===== config.mk =====
export PLATFORM = sky130hd
export DESIGN_NAME = udp_ip_hdr_calc
export DESIGN_NICKNAME = d
export VERILOG_FILES = /design/src/rtl/udp_ip_hdr_calc.sv
export SDC_FILE = /design/constraint.sdc
export NUM_CORES = 1
export LEC_CHECK = 0
export ABC_CLOCK_PERIOD_IN_PS = 5600
export CAP_MARGIN = 20
export CORE_UTILIZATION = 47
export DETAILED_ROUTE_END_ITERATION = 8
export HOLD_SLACK_MARGIN = 0.03
export PLACE_DENSITY_LB_ADDON = 0.08
export SETUP_SLACK_MARGIN = 0.15
export SYNTH_ARGS = -nofsm -noshare
export SYNTH_HDL_FRONTEND = slang
export SYNTH_SLANG_ARGS = --single-unit

===== constraint.sdc =====
create_clock -name clk -period 5.6 [get_ports clk]
set_clock_uncertainty 0.2 [all_clocks]
set_input_delay 0.84 -clock clk [delete_from_list [all_inputs] [get_ports clk]]
set_output_delay 0.84 -clock clk [all_outputs]
set_load 0.05 [all_outputs]

===== src/rtl/udp_ip_hdr_calc.sv =====
// UDP/IPv4 header length and checksum calculator with a registered payload pass-through.
// Define UDP_CHECKSUM_EN to compute the UDP checksum; otherwise it reports 0x0000.

module udp_ip_hdr_calc #(
  parameter int         DATA_WIDTH  = 8,
  parameter int         MAX_PAYLOAD = 1472,
  parameter logic [7:0] IP_TTL      = 8'd64
) (
  input  logic                  clk,
  input  logic                  reset_n,
  input  logic [DATA_WIDTH-1:0] s_axis_tdata,
  input  logic                  s_axis_tvalid,
  input  logic                  s_axis_tlast,
  output logic                  s_axis_trdy,
  output logic [DATA_WIDTH-1:0] m_axis_tdata,
  output logic                  m_axis_tvalid,
  output logic                  m_axis_tlast,
  input  logic                  m_axis_trdy,
  input  logic [31:0]           cfg_src_ip,
  input  logic [31:0]           cfg_dst_ip,
  input  logic [15:0]           cfg_src_port,
  input  logic [15:0]           cfg_dst_port,
  input  logic [15:0]           cfg_ip_id,
  output logic                  m_hdr_tvalid,
  output logic                  m_hdr_tuser,
  input  logic                  m_hdr_trdy,
  output logic [15:0]           m_udp_hdr_length,
  output logic [15:0]           m_udp_hdr_checksum,
  output logic [15:0]           m_ip_hdr_length,
  output logic [15:0]           m_ip_hdr_checksum
);

  typedef enum logic [2:0] {
    IDLE,
    ACCUM,
    FOLD1,
    FOLD2,
    DONE
  } state_t;

  localparam logic [15:0] MAX_LEN = 16'(MAX_PAYLOAD);

  state_t                state_q;
  logic [DATA_WIDTH-1:0] m_data_q;
  logic                  m_valid_q;
  logic                  m_last_q;
  logic [31:0]           src_ip_q;
  logic [31:0]           dst_ip_q;
  logic [15:0]           ip_id_q;
  logic [15:0]           cnt_q;
  logic [15:0]           cnt_d;
  logic [31:0]           ip_sum_q;
  logic [31:0]           ip_sum_d;
  logic                  hdr_valid_q;
  logic                  hdr_err_q;
  logic [15:0]           udp_len_q;
  logic [15:0]           ip_len_q;
  logic [15:0]           ip_csum_q;
  logic [15:0]           udp_len_w;
  logic [15:0]           ip_len_w;
  logic                  in_accept;
  logic                  xfer;

  // One's-complement fold of a 32-bit sum with two end-around carries.
  function automatic logic [15:0] fold32(input logic [31:0] s);
    logic [16:0] t;
    t = {1'b0, s[31:16]} + {1'b0, s[15:0]};
    return t[15:0] + {15'd0, t[16]};
  endfunction

  assign in_accept = ((state_q == IDLE) || (state_q == ACCUM))
                   && (!m_valid_q || m_axis_trdy);
  assign s_axis_trdy = in_accept;
  assign xfer = s_axis_tvalid && in_accept;

  assign cnt_d = (state_q == IDLE) ? 16'd1
               : (&cnt_q)          ? cnt_q
               : cnt_q + 16'd1;

  assign udp_len_w = cnt_q + 16'd8;
  assign ip_len_w  = cnt_q + 16'd28;

  assign ip_sum_d = 32'h0000_4500
                  + {16'd0, ip_len_w}
                  + {16'd0, ip_id_q}
                  + 32'h0000_4000
                  + {16'd0, IP_TTL, 8'h11}
                  + {16'd0, src_ip_q[31:16]}
                  + {16'd0, src_ip_q[15:0]}
                  + {16'd0, dst_ip_q[31:16]}
                  + {16'd0, dst_ip_q[15:0]};

  always_ff @(posedge clk or negedge reset_n) begin
    if (!reset_n) begin
      state_q     <= IDLE;
      m_data_q    <= '0;
      m_valid_q   <= 1'b0;
      m_last_q    <= 1'b0;
      src_ip_q    <= '0;
      dst_ip_q    <= '0;
      ip_id_q     <= '0;
      cnt_q       <= '0;
      ip_sum_q    <= '0;
      hdr_valid_q <= 1'b0;
      hdr_err_q   <= 1'b0;
      udp_len_q   <= '0;
      ip_len_q    <= '0;
      ip_csum_q   <= '0;
    end else begin
      if (xfer) begin
        m_data_q  <= s_axis_tdata;
        m_last_q  <= s_axis_tlast;
        m_valid_q <= 1'b1;
      end else if (m_axis_trdy) begin
        m_valid_q <= 1'b0;
      end

      unique case (state_q)
        IDLE: begin
          if (xfer) begin
            src_ip_q <= cfg_src_ip;
            dst_ip_q <= cfg_dst_ip;
            ip_id_q  <= cfg_ip_id;
            cnt_q    <= cnt_d;
            state_q  <= s_axis_tlast ? FOLD1 : ACCUM;
          end
        end
        ACCUM: begin
          if (xfer) begin
            cnt_q <= cnt_d;
            if (s_axis_tlast) begin
              state_q <= FOLD1;
            end
          end
        end
        FOLD1: begin
          ip_sum_q <= ip_sum_d;
          state_q  <= FOLD2;
        end
        FOLD2: begin
          udp_len_q   <= udp_len_w;
          ip_len_q    <= ip_len_w;
          ip_csum_q   <= ~fold32(ip_sum_q);
          hdr_err_q   <= (cnt_q > MAX_LEN);
          hdr_valid_q <= 1'b1;
          state_q     <= DONE;
        end
        DONE: begin
          if (m_hdr_trdy) begin
            hdr_valid_q <= 1'b0;
            state_q     <= IDLE;
          end
        end
        default: state_q <= IDLE;
      endcase
    end
  end

`ifdef UDP_CHECKSUM_EN
  logic [31:0] acc_q;
  logic [31:0] acc_d;
  logic        odd_q;
  logic        odd_w;
  logic [15:0] sport_q;
  logic [15:0] dport_q;
  logic [31:0] udp_sum_q;
  logic [31:0] udp_sum_d;
  logic [15:0] udp_csum_q;
  logic [15:0] udp_csum_d;
  logic [15:0] udp_res_w;
  logic [15:0] word_w;

  // Even-index bytes land in the high half; a lone last byte pads with 0x00.
  assign odd_w  = (state_q == ACCUM) && odd_q;
  assign word_w = odd_w ? {8'h00, s_axis_tdata} : {s_axis_tdata, 8'h00};
  assign acc_d  = ((state_q == IDLE) ? 32'd0 : acc_q) + {16'd0, word_w};

  assign udp_sum_d = {16'd0, acc_q[31:16]}
                   + {16'd0, acc_q[15:0]}
                   + {16'd0, src_ip_q[31:16]}
                   + {16'd0, src_ip_q[15:0]}
                   + {16'd0, dst_ip_q[31:16]}
                   + {16'd0, dst_ip_q[15:0]}
                   + 32'h0000_0011
                   + {16'd0, udp_len_w}
                   + {16'd0, udp_len_w}
                   + {16'd0, sport_q}
                   + {16'd0, dport_q};

  assign udp_res_w  = ~fold32(udp_sum_q);
  assign udp_csum_d = (udp_res_w == 16'h0000) ? 16'hFFFF : udp_res_w;

  always_ff @(posedge clk or negedge reset_n) begin
    if (!reset_n) begin
      acc_q      <= '0;
      odd_q      <= 1'b0;
      sport_q    <= '0;
      dport_q    <= '0;
      udp_sum_q  <= '0;
      udp_csum_q <= '0;
    end else begin
      if (xfer) begin
        acc_q <= acc_d;
        odd_q <= ~odd_w;
      end
      if (xfer && (state_q == IDLE)) begin
        sport_q <= cfg_src_port;
        dport_q <= cfg_dst_port;
      end
      if (state_q == FOLD1) begin
        udp_sum_q <= udp_sum_d;
      end
      if (state_q == FOLD2) begin
        udp_csum_q <= udp_csum_d;
      end
    end
  end

  assign m_udp_hdr_checksum = udp_csum_q;
`else
  logic unused_ports;
  assign unused_ports = ^{cfg_src_port, cfg_dst_port};
  assign m_udp_hdr_checksum = 16'h0000;
`endif

  assign m_axis_tdata     = m_data_q;
  assign m_axis_tvalid    = m_valid_q;
  assign m_axis_tlast     = m_last_q;
  assign m_hdr_tvalid     = hdr_valid_q;
  assign m_hdr_tuser      = hdr_err_q;
  assign m_udp_hdr_length = udp_len_q;
  assign m_ip_hdr_length  = ip_len_q;
  assign m_ip_hdr_checksum = ip_csum_q;

endmodule


# Yosys cells after proc, flatten, opt, wreduce, memory -nomap -nowiden
# Index checks and enable logic that the tools add are counted.
classes:
  n_addsub: 13
  n_lt_le_gt_ge: 1
  eq_ne: 9
  muxes: 12
  bitwise_logic: 1
  reduce_logical: 14
ops:
  columns: ["operator", "count"]
  rows:
  - ["$mux 16", 2]
  - ["$add 23x16->24", 1]
  - ["$add 22x16->23", 1]
  - ["$add 21x16->22", 1]
  - ["$add 20x16->21", 1]
  - ["$add 19x15->20 const B", 1]
  - ["$add 18x15->19 const B", 1]
  - ["$add 17x16->18", 1]
  - ["$add 15x16->17 const A", 1]
  - ["$add 16x16->17", 1]
  - ["$add 16x1->16", 1]
  - ["$add 16x1->16 const B", 1]
  - ["$add 16x4->16 const B", 1]
  - ["$add 16x5->16 const B", 1]
  - ["$gt 16x11->1 const B", 1]
  - ["$not 16->16", 1]
  - ["$reduce_and 16->1", 1]
  - ["$pmux 3 s5", 1]
  - ["$mux 3", 4]
  - ["$ne 2x2->1 const B", 5]
  - ["$eq 3x2->1 const B", 2]
  - ["$reduce_and 2->1", 2]
  - ["$reduce_and 4->1", 1]
  - ["$reduce_bool 2->1", 2]
  - ["11 further kinds", 15]
word_totals:
  ff_bits: 191
  in_bits: 126
  output_inout_bits: 77

# Longest topological paths before layout
# Gate-level depths: netlist of run 1.
depth:
  word_depth: 9
  depth_mapped: 21
  ltp_nobuf: 21

# Least setup slack after synthesis of run 1
# No wires, ideal clock.
synth_timing:
  path_kind: "reg-to-reg"
  startpoint: "reg cnt_q[3]"
  endpoint: "reg ip_sum_q[18]"
  setup_ps: 136
  t_arrival_ps: 4866
  t_required_ps: 5264
  path_slack_ps: 398
  path_stages_with_launch: 20
  cell_sequence: "dfrtp_1 > inv_1 > ha_1 > a21boi_0 > nor2_1 > nand3_1 > nor2_1 > nand3_1 > xor2_1 > fa_1 > fa_1 > inv_1 > fa_1 > fa_1 > ha_1 > or2_2 > a31oi_1 > o21ai_0 > a2111oi_0 > nor3_1"
synth_via:
  elab_chain_cells: 9
synth_lines:
  columns: ["item", "line", "source"]
  rows:
  - ["from (decl)", "50", "logic [15:0] cnt_q;"]
  - ["from (signal assigned)", "124", "cnt_q <= cnt_d;"]
  - ["from (signal assigned)", "130", "cnt_q <= cnt_d;"]
  - ["$add 16x5->16", "81", "assign ip_len_w = cnt_q + 16'd28;"]
  - ["$add 15x16->17", "84", "+ {16'd0, ip_len_w}"]
  - ["$add 17x16->18", "85", "+ {16'd0, ip_id_q}"]
  - ["$add 18x15->19", "86", "+ 32'h0000_4000"]
  - ["$add 19x15->20", "87", "+ {16'd0, IP_TTL, 8'h11}"]
  - ["$add 20x16->21", "88", "+ {16'd0, src_ip_q[31:16]}"]
  - ["$add 21x16->22", "89", "+ {16'd0, src_ip_q[15:0]}"]
  - ["$add 22x16->23", "90", "+ {16'd0, dst_ip_q[31:16]}"]
  - ["$add 23x16->24", "91", "+ {16'd0, dst_ip_q[15:0]};"]
  - ["to (signal assigned)", "137", "ip_sum_q <= ip_sum_d;"]
  - ["to (decl)", "52", "logic [31:0] ip_sum_q;"]
# No other way between the ends.
# A chain may end at the register's enable or synchronous reset.

# Worst setup path after layout of run 1
layout_timing:
  startpoint: "reg cnt_q[3]"
  endpoint: "reg ip_sum_q[15]"
# The elaborated chain is that of the path after synthesis.

==> flow_summary.toml, run 1 <==
[outcome]
status = "completed"

[yosys]
synth_area_leaders = "dfrtp_1, fa_1, ha_1"
syn_area_per_cell_um2 = 9.97
synthFlopType = "dfrtp_1"
syn_inst = 1046
synth-warning-count = 0
ys_seq_area_share_pct = 42.2
ys_ff_latch = 176
synth.cell_area_um2 = 10400
yosysTopAreaCell = "dfrtp_1"
synth_top_area_share_pct = 42.2
synth_edf_count = 0
ys_types = 59
async_flop_share_pct = 100

[finish]
antenna_cells = 0
synthToLayoutAreaGrowth_pct = 23.8
drive_gt1_share_pct = 9.15
regArea_um2 = 4400
fillCellCount = 1959
final_nets = 1426
multiInputGateArea_um2 = 5320

[clock_tree]
ctsHtreeMaxLevel = 4
clock_latency_ns = 0.43
cts.sinks = 176
tritoncts.num_buffers = 17
cts.hold.buffers_added = 0
cts_setup_buffers = 0
cts_tree = "done"
clock_path_buffers = 2
clk_pin_slew_worst_paths_ns = 0.07
root_buffer = "clkbuf_16"

[critical_path]
crit_start = "cnt_q[3]$_DFFE_PN0P_"
endpoint = "ip_sum_q[15]$_DFFE_PN0N_"
cp.required_ns = 5.70
critPathCaptureType = "flip-flop"
critPathLaunchType = "flip-flop"
path_max_fanout = 5
timing_worst_setup_path_type = "flip-flop to flip-flop"
reg2reg_to = "ip_sum_q[15]$_DFFE_PN0N_"
r2r-start = "cnt_q[3]$_DFFE_PN0P_"
r2r_setup_slack_ns = 0.40
r2r_cells = 21
crit_arrival_ns = 5.30

[placed_design]
place.gp.congestion = 0.823
hpwl_um = 16500
port_buffers = 154

[sta]
finalHoldViolCount = 0
clock.fmax_ghz = 0.192
rsz0062_at_grt = "no"
tightestPinTransition_ns = 0.795
drv_slew = 0
final.setup.tns_ns = 0
slew_headroom_pct = 46.9
finalHoldWorstSlack_ns = 0.226
min_period_over_period_pct = 92.9
setup_violations = 0
min_period_ns = 5.20

[grt]
grt_max_degree = 100
gr-usage-all-layers_pct = 20.6
grt_first_pass_wirelength_um = 36200
grt-ovfl-total = 0
grt_pass1_vias = 7122
antenna_found_initial = 0

[routing]
first_pass_iters = 5
drt_wl_total_um = 21700
drc = 0
vias = 7319
vias_per_cell = 4.94
wl_per_cell_um = 14.7
initialDrtViolationCount = 327
ant_nets = 0

[die]
rows = 54
die_x_um = 151
dieArea_um2 = 22800
core_um2 = 21800
ios = 203
start_util_pct = 47.9
die_height_um = 151

[run]
drv_cap = 0

[min_path]
hp-class = "input pin to asynchronous set/reset pin"
## critical path, cell delays in order, from the launching register on
cell and delay (ns):
dfrtp_1 0.34, inv_1 0.08, ha_1 0.19, a21boi_1 0.16, nor2_2 0.19, nand3_2 0.14, xor2_1 0.22, fa_1 0.52
inv_1 0.05, fa_1 0.38, fa_1 0.51, inv_1 0.05, fa_1 0.54, inv_1 0.04, ha_1 0.34, a21o_1 0.21
a21o_1 0.17, a21o_1 0.20, a31oi_4 0.20, a21oi_1 0.11, xnor2_1 0.14, o21ai_0 0.09
## flip-flops by register name, indices dropped and copies added, names as in the netlist
signal / count
dst_ip_q: 32
ip_sum_q: 19
m_udp_hdr_length: 16
m_axis_tlast: 1
ip_id_q: 16
m_hdr_tuser: 1
m_ip_hdr_checksum: 16
src_ip_q: 32
state_q: 3
m_axis_tvalid: 1
m_axis_tdata: 8
m_ip_hdr_length: 14
cnt_q: 16
m_hdr_tvalid: 1
## cells in the mapped netlist (2+ instances only)
master	n
a2111oi_4	2
and4_1	6
nand4_1	8
or2_2	2
o21ai_1	3
buf_4	18
nor2_1	48
nor3_1	10
nand3_1	20
o2111ai_1	2
a21boi_0	2
ha_1	47
o211ai_1	2
and2_1	4
o41a_1	2
nor2b_1	6
nor3b_1	2
clkbuf_1	40
o21ai_0	114
nor4_1	2
mux2_2	41
o31ai_1	2
xnor2_1	34
nand2b_1	6
nand2_1	144
a21oi_1	18
a21o_1	7
inv_1	134
o21bai_1	2
a2111oi_0	2
fa_1	63
a31oi_1	4
o21a_1	3
dfrtp_1	176
and3_1	8
a211oi_1	2
xor2_1	35
buf_1	4
## placed cells by master (no fill, tap or decap), drive strengths merged, types with 20 or more instances in the layout
cell type      netlist  final
buf                 23     20
clkdlybuf4s50        0    153
dfrtp              176    176
fa                  63     63
ha                  47     47
inv                134    138
mux2                41     41
nand2              145    145
nand3               20     20
nor2                48     48
o21ai              117    117
xnor2               34     34
xor2                35     35
## timing repair
item	in CTS	in global routing
setup endpoints to repair	1	6
pin swaps	1	5
resized for setup	2	12
## how the worst min path moves through the flow
stage | start | endpoint | slack [ns] | cells after the start
after global placement | m_ip_hdr_checksum[11]$_DFFE_PN0P_ | m_ip_hdr_checksum[11]$_DFFE_PN0P_ | 0.26 | 2
after CTS | reset_n | m_ip_hdr_checksum[4]$_DFFE_PN0P_ | 0.27 | 1
after detailed placement | m_udp_hdr_length[4]$_DFFE_PN0P_ | m_udp_hdr_length[4]$_DFFE_PN0P_ | 0.26 | 2
final | reset_n | m_ip_hdr_checksum[4]$_DFFE_PN0P_ | 0.23 | 1
after global routing | reset_n | m_ip_hdr_checksum[4]$_DFFE_PN0P_ | 0.28 | 1
after floorplan | ip_sum_q[16]$_DFFE_PN0N_ | ip_sum_q[16]$_DFFE_PN0N_ | 0.25 | 2
## layer usage
| metal | share of wire [%] | vias up | GRT usage (%) |
|---|---|---|---|
| li1 | - | 3639 | - |
| met4 | 1.1 | 0 | 5.80 |
| met5 | 0 | - | 0 |
| met3 | 4.5 | 16 | 3.70 |
| met2 | 45 | 165 | 30.7 |
| met1 | 49 | 3499 | 30.7 |
## metrics by stage
step                setup WS (ns)  std cells  instance area [µm²]  util, %
floorplan                   0.398       1061                10500        -
global placement            0.184       1451                12300     56.4
detailed placement         0.0926       1451                12300     56.4
CTS                         0.145       1482                12900     59.1
global route                0.148       1482                12900     59.3
finish                      0.396       1482                12900     59.3
## final cells by class
cell class,count,area share [%]
clock inverters,12,1.22
multi-input cells,688,41.2
clock buffers,19,3.43
well taps,280,2.72
flip-flops and latches,176,34.1
inverters,134,3.90
repair buffers,173,13.4
## kinds of logic after synthesis
group	Yosys count	synth area share, %
AND/OR/NAND/NOR	274	11.8
other	1	0.0360
adder cells (fa/ha/maj)	110	17.7
flip-flops	176	42.2
buffers and inverters	197	7.75
XOR/XNOR	69	5.80
multiplexers	42	4.52
AO/OA/AOI/OAI	177	10.1
Power of run 1 is left out: the tool's default activity adds up to more than one toggle a clock period on the data nets, which glitch-free logic cannot reach.
==> inputs of run 2 (changes only) <==
CAP_MARGIN = default   (was 20)
GPL_ROUTABILITY_DRIVEN = 1   (was default)
==> results of run 2 <==
Same layout as run 1: the final DEF is identical, and so are final timing and power.
Power of run 2 is left out for the same reason.
